[config.mk]
export PLATFORM = sky130hd
export DESIGN_NAME = alu_arbiter
export DESIGN_NICKNAME = d
export VERILOG_FILES = /design/src/rtl/alu_arbiter.sv
export SDC_FILE = /design/constraint.sdc
export NUM_CORES = 1
export LEC_CHECK = 0
export ABC_AREA = 1
export ABC_CLOCK_PERIOD_IN_PS = 2200
export CORE_MARGIN = 2
export CORE_UTILIZATION = 25
export DETAILED_ROUTE_END_ITERATION = 8
export GPL_TIMING_DRIVEN = 0
export PLACE_DENSITY = 0.58
export REMOVE_ABC_BUFFERS = 1
export SETUP_SLACK_MARGIN = 0.4
export SYNTH_ARGS = -nofsm -noshare
export SYNTH_HDL_FRONTEND = slang
export SYNTH_SLANG_ARGS = --single-unit
[constraint.sdc]
create_clock -name clk -period 2.2 [get_ports clk]
set_input_delay 0.33 -clock clk [delete_from_list [all_inputs] [get_ports clk]]
set_output_delay 0.33 -clock clk [all_outputs]
set_load 0.01 [all_outputs]
[src/rtl/alu_arbiter.sv]
// Arbitrates NUM_REQ requesters onto one external ALU with a single operation in flight.
// Define ALU_ARB_FIXED_PRIO_EN for fixed lowest-index-wins priority; default is round-robin.
module alu_arbiter #(
    parameter int NUM_REQ = 4,
    parameter int ALU_LAT = 1,
    localparam int IDW = $clog2(NUM_REQ)
) (
    input  logic                   clk,
    input  logic                   rst,
    input  logic [NUM_REQ-1:0]     req_vld,
    input  logic [2*NUM_REQ-1:0]   req_op,
    input  logic [8*NUM_REQ-1:0]   req_a,
    input  logic [8*NUM_REQ-1:0]   req_b,
    output logic [NUM_REQ-1:0]     req_rdy,
    output logic                   rsp_vld,
    input  logic                   rsp_rdy,
    output logic [IDW-1:0]         rsp_id,
    output logic [15:0]            rsp_data,
    output logic [1:0]             alu_op,
    output logic [7:0]             alu_a,
    output logic [7:0]             alu_b,
    output logic                   alu_vld,
    input  logic [15:0]            alu_out,
    output logic [15:0]            stat_cnt
);

    typedef enum logic [1:0] {
        S_IDLE  = 2'd0,
        S_ISSUE = 2'd1,
        S_WAIT  = 2'd2,
        S_RESP  = 2'd3
    } state_t;

    state_t               state_r;
    logic [IDW-1:0]       ptr_r;
    logic [IDW-1:0]       sel_id_r;
    logic [3:0]           wait_cnt_r;

    logic [2*NUM_REQ-1:0] dbl_s;
    logic [NUM_REQ-1:0]   rot_s;
    logic                 win_found_s;
    logic [IDW-1:0]       win_id_s;
    logic [1:0]           win_op_s;
    logic [7:0]           win_a_s;
    logic [7:0]           win_b_s;
    int                   pos_s;

    // Winner search: rotate requests so bit 0 is the pointer position, take the first set bit.
    always_comb begin
        dbl_s       = {req_vld, req_vld} >> ptr_r;
        rot_s       = dbl_s[NUM_REQ-1:0];
        win_found_s = 1'b0;
        win_id_s    = '0;
        pos_s       = 0;
        for (int k = 0; k < NUM_REQ; k++) begin
            if (!win_found_s && rot_s[k]) begin
                win_found_s = 1'b1;
                pos_s       = int'(ptr_r) + k;
                if (pos_s >= NUM_REQ) begin
                    pos_s = pos_s - NUM_REQ;
                end else begin
                    pos_s = pos_s;
                end
                win_id_s = IDW'(pos_s);
            end else begin
                win_found_s = win_found_s;
            end
        end
        win_op_s = 2'(req_op >> {win_id_s, 1'b0});
        win_a_s  = 8'(req_a >> {win_id_s, 3'b000});
        win_b_s  = 8'(req_b >> {win_id_s, 3'b000});
    end

    // Grant is combinational so the requester sees its accept in the same cycle it is chosen.
    always_comb begin
        if (!rst && (state_r == S_IDLE) && win_found_s) begin
            req_rdy = {{(NUM_REQ-1){1'b0}}, 1'b1} << win_id_s;
        end else begin
            req_rdy = '0;
        end
    end

    // Control FSM with all datapath and response outputs registered.
    always_ff @(posedge clk) begin
        if (rst) begin
            state_r    <= S_IDLE;
            ptr_r      <= '0;
            sel_id_r   <= '0;
            wait_cnt_r <= 4'd0;
            rsp_vld    <= 1'b0;
            rsp_id     <= '0;
            rsp_data   <= 16'd0;
            alu_op     <= 2'd0;
            alu_a      <= 8'd0;
            alu_b      <= 8'd0;
            alu_vld    <= 1'b0;
            stat_cnt   <= 16'd0;
        end else begin
            case (state_r)
                S_IDLE: begin
                    if (win_found_s) begin
                        sel_id_r <= win_id_s;
                        alu_op   <= win_op_s;
                        alu_a    <= win_a_s;
                        alu_b    <= win_b_s;
                        alu_vld  <= 1'b1;
`ifdef ALU_ARB_FIXED_PRIO_EN
                        ptr_r    <= '0;
`else
                        ptr_r    <= (win_id_s == IDW'(NUM_REQ - 1)) ? '0 : win_id_s + 1'b1;
`endif
                        state_r  <= S_ISSUE;
                    end else begin
                        alu_vld  <= 1'b0;
                        state_r  <= S_IDLE;
                    end
                end
                S_ISSUE: begin
                    alu_vld    <= 1'b0;
                    wait_cnt_r <= 4'(ALU_LAT - 1);
                    state_r    <= S_WAIT;
                end
                S_WAIT: begin
                    if (wait_cnt_r == 4'd0) begin
                        rsp_data <= alu_out;
                        rsp_id   <= sel_id_r;
                        rsp_vld  <= 1'b1;
                        state_r  <= S_RESP;
                    end else begin
                        wait_cnt_r <= wait_cnt_r - 4'd1;
                    end
                end
                S_RESP: begin
                    if (rsp_rdy) begin
                        rsp_vld <= 1'b0;
                        state_r <= S_IDLE;
                        if (stat_cnt != 16'hFFFF) begin
                            stat_cnt <= stat_cnt + 16'd1;
                        end else begin
                            stat_cnt <= stat_cnt;
                        end
                    end else begin
                        state_r <= S_RESP;
                    end
                end
                default: begin
                    state_r <= S_IDLE;
                    rsp_vld <= 1'b0;
                    alu_vld <= 1'b0;
                end
            endcase
        end
    end

endmodule

==> metrics.md <==
| Metric | Value |
|---|---|
| Run status | finished with violations |
| Violated checks | setup timing |
| Routed WL | around 14 mm |
| First-pass GRT wire length | 22.4 mm |
| Start of the worst register-to-register path | ptr_r[0]$_SDFFE_PP0P_ |
| Syn avg cell area | 6.39 um2 |
| Gpl congestion | 0.794 |
| RSZ-0062 raised after global routing | true |
| Fraction of layout cells with a size suffix above 1 | around a fifth |
| Core box area | between 10000 and 15000 um2 |
| CP most frequent cell | nand2_4 |
| Largest net degree at the start of global routing | 23 |
| CTS clk-pin slew, worst paths | ~0.06 ns |
| Leak | 0.00299 uW |
| Post-DR vias/cell | 4.55 |
| Count of cell types in the netlist | 35 |
| Initial antenna violation count | 0 |
| Worst setup margin | -0.203 ns |
| Starting Density | 25.6% |
| Worst Path Buf+Inv | 4 |
| Max Slew Vio Count | 0 |
| WL per Instance | 14.7 um |
| Max Freq | 416 MHz |
| Slew margin rel. | 46.7% |
| Pre-antenna DRT Iters | 4 |
| Worst setup EP type | output port |
| TritonCTS Buffers | 9 |
| Fin Setup TNS | -0.621 ns |
| NumNets Final | 891 |
| Die height | 126 um |
| Max-cap violations | 0 |
| Ys Warns | 0 |
| Crit-path cells | inv_8, nand2_4, nand2_4, nand2_4, nand2_8, nor2_8, buf_6, nand3_4, nand3_4, ha_4, inv_2, nor2_1, buf_2 |
| Hold Vio Cnt, Final | 0 |
| Post-DP HPWL | about 8.1 mm |
| Clk sinks | 64 |
| Vias | between 4k and 5k |
| Crit path max-delay family | simple AND/OR/NAND/NOR gates |
| CTS H-tree lvls | 3 |
| PD cells | 1310 nW/um2 |
| Fill cells | 1466 |
| WHS | 0.448 ns |
| Seq cells post-synth | between 60 and 70 |
| Worst Path Required | 1.87 ns |
| Clock latency at the later pin of the worst-skew pair | 0.34 ns |
| Crit path arrival time | slightly above 2 ns |
| Vias in the first global route | approximately 4k |
| Largest stage delay on the critical path | 0.42 ns |
| Clock buffer depth | 2 |
| IO buf count | 152 |
| Final setup viols | 4 |
| GRT overflow | 0 |
| Iter 0 DRT Violations | 217 |
| ANT nets after route | 0 |
| Worst-Margin Slew | 0.795 ns |
| Final min period | 2.40 ns |
| Worst hold start | alu_a[5]$_SDFFE_PP0P_ |
| CTS tree | built |
| Worst path slowest cell | dfxtp_4 |
| N_diodes | 0 |
| WS Path Type | register to output port |
| Placed Cells | about 900 |
| Die footprint | approximately 16000 um2 |
| CTS Hold Buffers Added | 0 |
| Top-Level Pins | 153 |
| Synthesized area | 3720 um2 |
| Crit path from | ptr_r[0]$_SDFFE_PP0P_ |
| Clock skew | 0.0133 ns |
| Total global-route track usage | between 10% and 20% |
| Post-synthesis sequential area ratio | 34.4% |
| Startpoint Class | register |
| Worst VDD drop | 0.000532 V |
| Num rows | 44 |
| Crit share post-route | 109% |
| Crit-path max FO | 8 |
| Residual DRC | 0 |
| Synth-to-layout area growth | 81.0% |
| Gate Count Post-Synth | roughly 580 |
| Root Buffer | clkbuf_16 |
| DIE WIDTH | 126 um |
| Hold crit path type | register to register |
| Layout Cells excl Fill | 981 |
what timing repair did:
action | 4_1_cts | 5_1_grt
setup endpoints to repair | 64 | 60
setup buffers | 36 | 23
gates cloned | 9 | 1
gates resized for setup | 116 | 33
pin swaps | 27 | 17
cell usage in the layout (no fill, tap or decap), types with 4 or more instances in the layout:
cell               n
nand2_1          147
clkdlybuf4s50_1  143
nor2_1            68
inv_1             61
dfxtp_1           57
nand3_1           51
buf_4             38
o21ai_0           32
a21oi_1           21
nand2_2           16
nand4_1           12
buf_6             12
clkbuf_16         10
nand2_4            9
o21ai_1            9
buf_12             8
nand2_8            7
nor3_1             7
nand3_4            5
nor2_4             5
clkinvlp_4         5
nand3_2            5
dlygate4sd2_1      5
dfxtp_2            5
buf_2              4
layout make-up:
class	count	area, um2	share of cell area [%]
Timing Repair Buffer	215	2180	32.3
Clock buffer	9	225	3.34
Sequential cell	64	1290	19.2
Timing Repair inverter	4	26.3	0.390
Tap cell	184	230	3.42
Clock inverter	7	72.6	1.08
Multi-Input combinational cell	427	2410	35.7
Inverter	71	307	4.55
flip-flops by register name, summed over array words and instances, names as in the netlist:
register,count
stat_cnt,16
wait_cnt_r,4
ptr_r,2
rsp_data,16
rsp_vld,1
alu_a,8
alu_b,8
sel_id_r,2
alu_vld,1
rsp_id,2
alu_op,2
state_r,2
layer usage:
metal	up-vias	GRT usage, %	share of wire [%]	wire length [um]
met5	-	0	0	0
met4	0	4.65	1.6	229
met2	126	28.8	47	6720
li1	2292	-	-	-
met1	2026	23.4	45	6540
met3	17	5.40	6.3	903
logic make-up (layout without fill, tap and decap cells):
family	Yosys count	in the layout	share of synthesized area, %
adder cells (fa/ha/maj)	4	4	1.34
flip-flops	64	64	34.4
XOR/XNOR	3	3	0.706
buffers and inverters	96	306	11.6
AO/OA/AOI/OAI	71	72	10.0
AND/OR/NAND/NOR	345	348	41.9
final timing paths:
| check | to | slack [ns] | depth (start not counted) |
|---|---|---|---|
| hold / removal | alu_a[5]$_SDFFE_PP0P_ | 0.45 | 2 |
| setup reg to reg | alu_a[7]$_SDFFE_PP0P_ | 0.05 | 16 |
| hold reg to reg | alu_a[5]$_SDFFE_PP0P_ | 0.45 | 2 |
| setup / recovery | req_rdy[3] | -0.20 | 13 |
worst register-to-register path, stage by stage (launching register included):
cell       delay (ns)
dfxtp_4          0.38
inv_8            0.09
nand2_4          0.05
buf_4            0.12
nand3_1          0.10
nand2_4          0.10
o21ai_1          0.15
nand2_1          0.11
nand2_4          0.11
buf_4            0.12
buf_8            0.11
bufbuf_16        0.26
nand3_1          0.06
nand3_1          0.09
nand2_1          0.05
nor2_1           0.09
nor2_1           0.04
synth_stat cells (all sizes together):
library cell / count / area [um2]
nand4: 14 / 118
dfxtp: 64 / 1280
buf: 19 / 144
o21a: 2 / 15.0
a21oi: 21 / 105
o21bai: 1 / 7.51
clkinv: 2 / 7.51
and3: 1 / 6.26
nor4: 1 / 6.26
nor2: 77 / 305
o21ai: 42 / 214
nor3: 13 / 75.1
inv: 69 / 259
clkbuf: 6 / 22.5
o22ai: 3 / 18.8
xor2: 3 / 26.3
nand2: 177 / 713
a31oi: 2 / 12.5
ha: 4 / 50.1
nor3b: 2 / 15.0
nand3: 60 / 323
through the flow:
stage | setup WS [ns] | area (um2) | utilization, % | total power (uW)
floorplan | -0.405 | 3560 | - | 3810
global placement | -1.90 | 5310 | 36.5 | 5150
detailed placement | -1.54 | 5360 | 36.9 | 5280
CTS | -0.189 | 6440 | 44.3 | 8410
global route | -0.303 | 6740 | 46.4 | 9470
finish | -0.203 | 6740 | 46.4 | 8860
power by group:
| group | total [uW] | internal [uW] | switching, uW |
|---|---|---|---|
| registers | 1700 | 1490 | 203 |
| logic | 5710 | 2670 | 3040 |
| clock network | 1450 | 876 | 573 |
Power figures use the tool's default switching activity.
